**config.mk**
```make
export PLATFORM = sky130hd
export DESIGN_NAME = rr_request_arbiter
export DESIGN_NICKNAME = d
export VERILOG_FILES = /design/src/rtl/rr_request_arbiter.sv
export SDC_FILE = /design/constraint.sdc
export NUM_CORES = 1
export LEC_CHECK = 0
export BUFFER_PORTS_ARGS = -buffer_cell sky130_fd_sc_hd__buf_4
export CORE_UTILIZATION = 40
export CTS_BUF_LIST = sky130_fd_sc_hd__clkbuf_8
export DETAILED_ROUTE_END_ITERATION = 8
export GPL_TIMING_DRIVEN = 0
export PLACE_DENSITY = 0.7
export SETUP_SLACK_MARGIN = 0.05
export SLEW_MARGIN = 20
export SYNTH_ARGS = -nofsm -noshare
export SYNTH_HDL_FRONTEND = slang
export SYNTH_SLANG_ARGS = --single-unit
```
**constraint.sdc**
```tcl
create_clock -name clk -period 3.76 [get_ports clk]
set_clock_uncertainty 0.1 [all_clocks]
set_input_delay 0.188 -clock clk [delete_from_list [all_inputs] [get_ports clk]]
set_output_delay 0.188 -clock clk [all_outputs]
set_load 0.03 [all_outputs]
```
**src/rtl/rr_request_arbiter.sv**
```systemverilog
// rr_request_arbiter: four-requester round-robin arbiter with a registered
// one-hot grant. A grant is held until the grantee signals done, drops its
// request, or the optional hold timeout expires. A release always leaves at
// least one all-zero cycle before the next grant, so the downstream 4-to-2
// encoder sees a clean gap between grantees.
module rr_request_arbiter #(
  parameter int N        = 4,
  parameter int MAX_HOLD = 16,
  parameter int CNT_W    = (MAX_HOLD < 1) ? 1 : $clog2(MAX_HOLD + 1)
) (
  input  logic         clk,
  input  logic         rst_n,
  input  logic [N-1:0] req,
  input  logic         done,
  output logic [N-1:0] grant,
  output logic         grant_valid,
  output logic         timeout
);

  localparam int IDX_W = (N < 2) ? 1 : $clog2(N);

  typedef enum logic [0:0] {
    ST_IDLE  = 1'b0,
    ST_GRANT = 1'b1
  } state_t;

  state_t             state_r, state_s;
  logic [IDX_W-1:0]   ptr_r, ptr_s;
  logic [IDX_W-1:0]   gidx_r, gidx_s;
  logic [CNT_W-1:0]   hold_cnt_r, hold_cnt_s;
  logic [N-1:0]       grant_r, grant_s;
  logic               grant_valid_r;
  logic               timeout_r, timeout_s;

  logic [IDX_W-1:0]   pick_s;
  logic [IDX_W-1:0]   cand_s;
  logic               found_s;
  logic               tmo_hit_s;
  logic               release_s;

  // Round-robin pick: first asserted request scanning from ptr upward, wrapping.
  always_comb begin
    pick_s  = ptr_r;
    cand_s  = ptr_r;
    found_s = 1'b0;
    for (int k = 0; k < N; k++) begin
      cand_s = ptr_r + IDX_W'(k);
      if (!found_s && req[cand_s]) begin
        pick_s  = cand_s;
        found_s = 1'b1;
      end else begin
        found_s = found_s;
      end
    end
  end

  // Hold-timeout condition: the grant has been visible for MAX_HOLD cycles.
  always_comb begin
    tmo_hit_s = 1'b0;
    if (MAX_HOLD != 0) begin
      tmo_hit_s = (hold_cnt_r == CNT_W'(MAX_HOLD - 1));
    end else begin
      tmo_hit_s = 1'b0;
    end
  end

  // Next-state and next-output decision for the IDLE/GRANT controller.
  always_comb begin
    state_s    = state_r;
    ptr_s      = ptr_r;
    gidx_s     = gidx_r;
    hold_cnt_s = hold_cnt_r;
    grant_s    = grant_r;
    timeout_s  = 1'b0;
    release_s  = 1'b0;
    case (state_r)
      ST_IDLE: begin
        // done is meaningless here and deliberately not looked at
        if (|req) begin
          grant_s         = '0;
          grant_s[pick_s] = 1'b1;
          gidx_s          = pick_s;
          hold_cnt_s      = '0;
          state_s         = ST_GRANT;
        end else begin
          grant_s = '0;
          state_s = ST_IDLE;
        end
      end
      ST_GRANT: begin
        release_s = done || !req[gidx_r] || tmo_hit_s;
        if (release_s) begin
          // Timeout pulse only when neither higher-priority release applies.
          timeout_s  = !done && req[gidx_r] && tmo_hit_s;
          grant_s    = '0;
          ptr_s      = gidx_r + IDX_W'(1);
          hold_cnt_s = '0;
          state_s    = ST_IDLE;
        end else if (hold_cnt_r != CNT_W'(MAX_HOLD)) begin
          hold_cnt_s = hold_cnt_r + CNT_W'(1);
        end else begin
          hold_cnt_s = hold_cnt_r;
        end
      end
      default: begin
        grant_s    = '0;
        hold_cnt_s = '0;
        state_s    = ST_IDLE;
      end
    endcase
  end

  // State and output registers; async reset clears everything immediately.
  always_ff @(posedge clk or negedge rst_n) begin
    if (!rst_n) begin
      state_r       <= ST_IDLE;
      ptr_r         <= '0;
      gidx_r        <= '0;
      hold_cnt_r    <= '0;
      grant_r       <= '0;
      grant_valid_r <= 1'b0;
      timeout_r     <= 1'b0;
    end else begin
      state_r       <= state_s;
      ptr_r         <= ptr_s;
      gidx_r        <= gidx_s;
      hold_cnt_r    <= hold_cnt_s;
      grant_r       <= grant_s;
      grant_valid_r <= |grant_s;
      timeout_r     <= timeout_s;
    end
  end

  assign grant       = grant_r;
  assign grant_valid = grant_valid_r;
  assign timeout     = timeout_r;

endmodule

```
After elaboration in Yosys (flattened, before gate mapping) --
Cells that the tools add are included.
Cells by class: magnitude comparators 7, equality and inequality tests 4, add/subtract/negate cells 5, reductions and logical operators 18, bitwise logic cells 1, mux-type cells 30
Operators by type and width (count):
- 2-bit by 3-bit < comparator with 1-bit output (second input constant) | 6
- 5-bit two-way mux | 3
- 1-bit two-way mux | 13
- 1-bit binary-select mux with 2-bit select | 5
- 5-bit one-hot mux with 2 select lines | 1
- 4-bit two-way mux | 2
- 4-bit one-hot mux with 2 select lines | 1
- 4-bit OR reduction | 2
- 1-bit logical AND | 6
- 2-bit two-way mux | 3
- 2-bit AND reduction | 3
- 5-bit by 1-bit adder with 5-bit output (second input constant) | 1
- 5-bit by 4-bit == test with 1-bit output (second input constant) | 1
- 1-bit zero test | 5
- 5-bit inequality test (second input constant) | 1
- 2-bit by 1-bit adder with 2-bit output (second input constant) | 2
- 2-bit adder (second input constant) | 2
- 3-bit by 1-bit inequality test with 1-bit output (second input constant) | 1
- 1-bit demux with 2-bit select | 1
- 2-bit by 1-bit >= comparator with 1-bit output (second input constant) | 1
- 1-bit logical OR | 2
- 2-bit inequality test (second input constant) | 1
- 1-bit one-hot mux with 2 select lines | 1
- 1-bit inverter | 1
Storage, ports and cells: bits of input ports 7, output and inout port bits 6, bits in registers 16

Logic depth before layout (Yosys ltp) --
depth in word-level cells 19, depth in mapped cells 7, gate-level depth less buffers 7

Worst setup path before layout --
No wires, ideal clock.
kind reg-to-reg, start register hold_cnt_r[0], end register hold_cnt_r[1], required time 3595 ps, clock period less this slack 1966 ps, setup slack 1794 ps, path buffers 0, cell stages (with the launch flop) 7, arrival time 1801 ps, path through dfrtp_1 -> ha_1 -> and3_1 -> ha_1 -> or4b_1 -> a21oi_2 -> a2bb2o_1
Between the ends: cells in the longest elaborated chain, start to end 4
Ends and longest elaborated chain:
- start: declaration | RTL line 30 | logic [CNT_W-1:0] hold_cnt_r, hold_cnt_s;
- start signal: assignment | RTL line 127 | hold_cnt_r <= hold_cnt_s;
- 5-bit by 1-bit adder with 5-bit output or 5-bit by 4-bit == test with 1-bit output (tied branches) | RTL line 100, 61
- 5-bit two-way mux or 1-bit logical OR (tied branches) | RTL line 99, 91
- 5-bit two-way mux or 3-bit by 1-bit inequality test with 1-bit output (tied branches)
- 5-bit one-hot mux with 2 select lines or 2-bit AND reduction (tied branches)
Several ways; a longest one is shown, not always the timed one. The select of a mux whose other input is x is not followed. A chain may end at the register's enable or synchronous reset.

Worst setup path after layout --
Same ends and word-level chain as after synthesis.

==> run summary <==
CTS tree: done
PD cells: 712 nW/um2
Total gr overflow: 0
Synth warn: 0
Final Hold Viols: 0
CP Class: reg -> reg
Effective utilization at floorplan: 43.0%
Number of CTS-inserted buffers: 3
#FFs+latches synth: 16
LEAKAGE: 0.478 nW
Die area: 2340 um2
CP Launch Type: flip-flop
Placed insts: 122
GP Congestion: 0.800
Die Ht: 48.4 um
Syn Nets: 93
Maximum vdd drop: 299 uV
Final worst path period need: 2120 ps
Layout Cells excl Fill: 127
Seq. cell area: 400 um2
RSZ-0062 raised after global routing: false
Largest net degree at the start of global routing: 17
DRT met1 WL: 765 um
Max_slew headroom: 64.9%
FP Rows: 16
Top Metal Used: met4
Pwr Total: 0.000748 W
Htree depth: 1
Multi-input gate area: 434 um2
Wirelength per Cell: 12.5 um
Top cell type by total area after synthesis: dfrtp_1
FMAX: 471 MHz
Synthesis-to-layout area growth: 21.9%
# IOs: 13
Root Buffer: clkbuf_8
Reg clk slew, reported paths: 60 ps
Clock latency on the worst-skew pair: 250 ps
Routed vias: 688
Crit-path most repeated cell: ha_1
Top-area cell type share of the netlist area: 46.5%
Placeable core region: 2000 um2
Setup TNS: 0 ps
Top post-synthesis cells by area: dfrtp_1 47%, ha_1 4.4%, a22o_1 4.1%
Antenna cells: 0
Sequential share of the synthesized area: 46.5%
Vias/cell: 5.42
Hold Crit Class: in -> reg
Initial DRC count: 12
Antenna violations before repair: 0
Drt drc: 0
Clock tree sinks: 16
FFs w/ async S/R, synth: 100%
First-pass GRT wire length: 3.04 mm
CP Data Required Time: 3850 ps
Worst-path cell chain: ha_1 > and3_1 > ha_1 > or4b_1 > a21oi_2 > a2bb2o_1
Least-Margin Pin Slew: 522 ps
Crit. End Element: flip-flop
Crit path max fanout: 6
Slowest-stage cell, CP: or4b_1
# Post-CTS Setup Buffers: 0
Number of I/O port buffers: 12
Post-synth top flop: dfrtp_1
Antenna-violating nets left: 0
Setup-failing EPs final: 0
Number of global-route vias before repair: 710
First-pass DRT Iterations: 4
Mapped Area: 861 um2
Critical Path AT: 2210 ps
Fin. max-slew vios: 0
Met2 wire len: 739 um
Max clock buf depth: 2
NumNets Final: 111
Largest stage delay, worst path: 500 ps
Synth top cells by count: 16 x dfrtp_1, 7 x nor2_1, 6 x inv_1
Most frequent cell after synthesis: dfrtp_1
Run status: finished clean
Reg-to-reg setup timing slack: 1640 ps
Horiz. Die Dim: 48.4 um
Number of cells produced by synthesis: 83
Detailed Route WL: 1.59 mm
Fill count: 190
Total track usage: 17.0%
Share of layout cells above drive strength 1: 21.0%
Post-detail-place hpwl: 1.19 mm
Post-synth EDFFs: 0
Unique masters post-synth: 34
Maximum Capacitance Violations: 0
Fin crit share: 56.5%
Syn Area/Cell: 10.4 um2
WL met3: 58 um
==> repair_timing <==
action / 4_1_cts / 5_1_grt
hold buffers: 1 / 0
endpoints found under the setup margin: 0 / 0
endpoints found under the hold margin: 16 / 0
resized for setup: 0 / 0
==> layout make-up <==
cell class | count | share of cell area, %
buffer | 1 | 0.358
clock buffer | 4 | 5.24
inverter | 6 | 2.15
multi-input combinational | 60 | 41.4
sequential | 16 | 38.1
tap | 27 | 3.22
timing repair buffer | 13 | 9.54
==> routing by layer <==
| metal | vias up | global-route usage, % |
|---|---|---|
| li1 | 346 | - |
| met1 | 324 | 21.8 |
| met2 | 13 | 27.5 |
| met3 | 5 | 3.77 |
| met4 | 0 | 7.84 |
| met5 | - | 0 |
==> critical path, delay by kind of cell (launching register included) <==
kind,cells,cell delay (ps)
AOI/OAI and AO/OA,2,370
adders and majority gates,2,480
DFF,1,420
and+or+nand+nor,2,690
==> kinds of logic after synthesis <==
logic type	count (synthesis)	synth area share (%)
AO/OA/AOI/OAI	26	22.2
AND/OR/NAND/NOR	26	16.7
flip-flops	16	46.5
buffers and inverters	7	3.05
multiplexers	3	5.09
adder cells (fa/ha/maj)	3	4.36
XOR/XNOR	2	2.04
==> stage by stage <==
step,utilization (%),cell area [um2],hold WS (ps),setup WS (ps)
after floorplan,-,861,-208,1790
after global placement,49.2,985,-47.2,1690
after detailed placement,49.2,985,-42.2,1660
after CTS,52.4,1050,166,1630
after global routing,52.4,1050,198,1540
final,52.4,1050,170,1640
==> registers in the layout (all words and copies together), names as in the netlist <==
name and count:
hold_cnt_r 5, grant 4, gidx_r 2, ptr_r 2, grant_valid 1, state_r 1
timeout 1
==> path summary, 6_finish.rpt <==
kind                                  to  cells past startpoint           from
max in group asynchronous      gidx_r[1]                      2          rst_n
hold reg to reg                 grant[1]                      1       grant[1]
min in group asynchronous    grant_valid                      2          rst_n
setup reg to reg           hold_cnt_r[1]                      6  hold_cnt_r[0]
hold / removal                   timeout                      3           done
setup / recovery           hold_cnt_r[1]                      6  hold_cnt_r[0]
==> power by group <==
| part | internal (W) | total [W] | switching [W] |
|---|---|---|---|
| sequential | 0.000230 | 0.000281 | 0.0000517 |
| combinational | 0.000135 | 0.000316 | 0.000181 |
| clock | 0.0000928 | 0.000150 | 0.0000576 |
==> cells in the final DEF, fill, tap and decap left out, types with 2 or more instances in the layout <==
cell	n
dfrtp_1	16
a21oi_1	4
xnor2_1	2
o21ai_0	3
nand2_1	5
o2bb2ai_1	2
buf_4	12
nor2_1	7
nand4_1	2
a31oi_1	3
clkbuf_8	4
ha_1	3
inv_1	6
a22o_1	4
nor2b_1	4
o31ai_1	2
(Power assumes the default switching activity.)
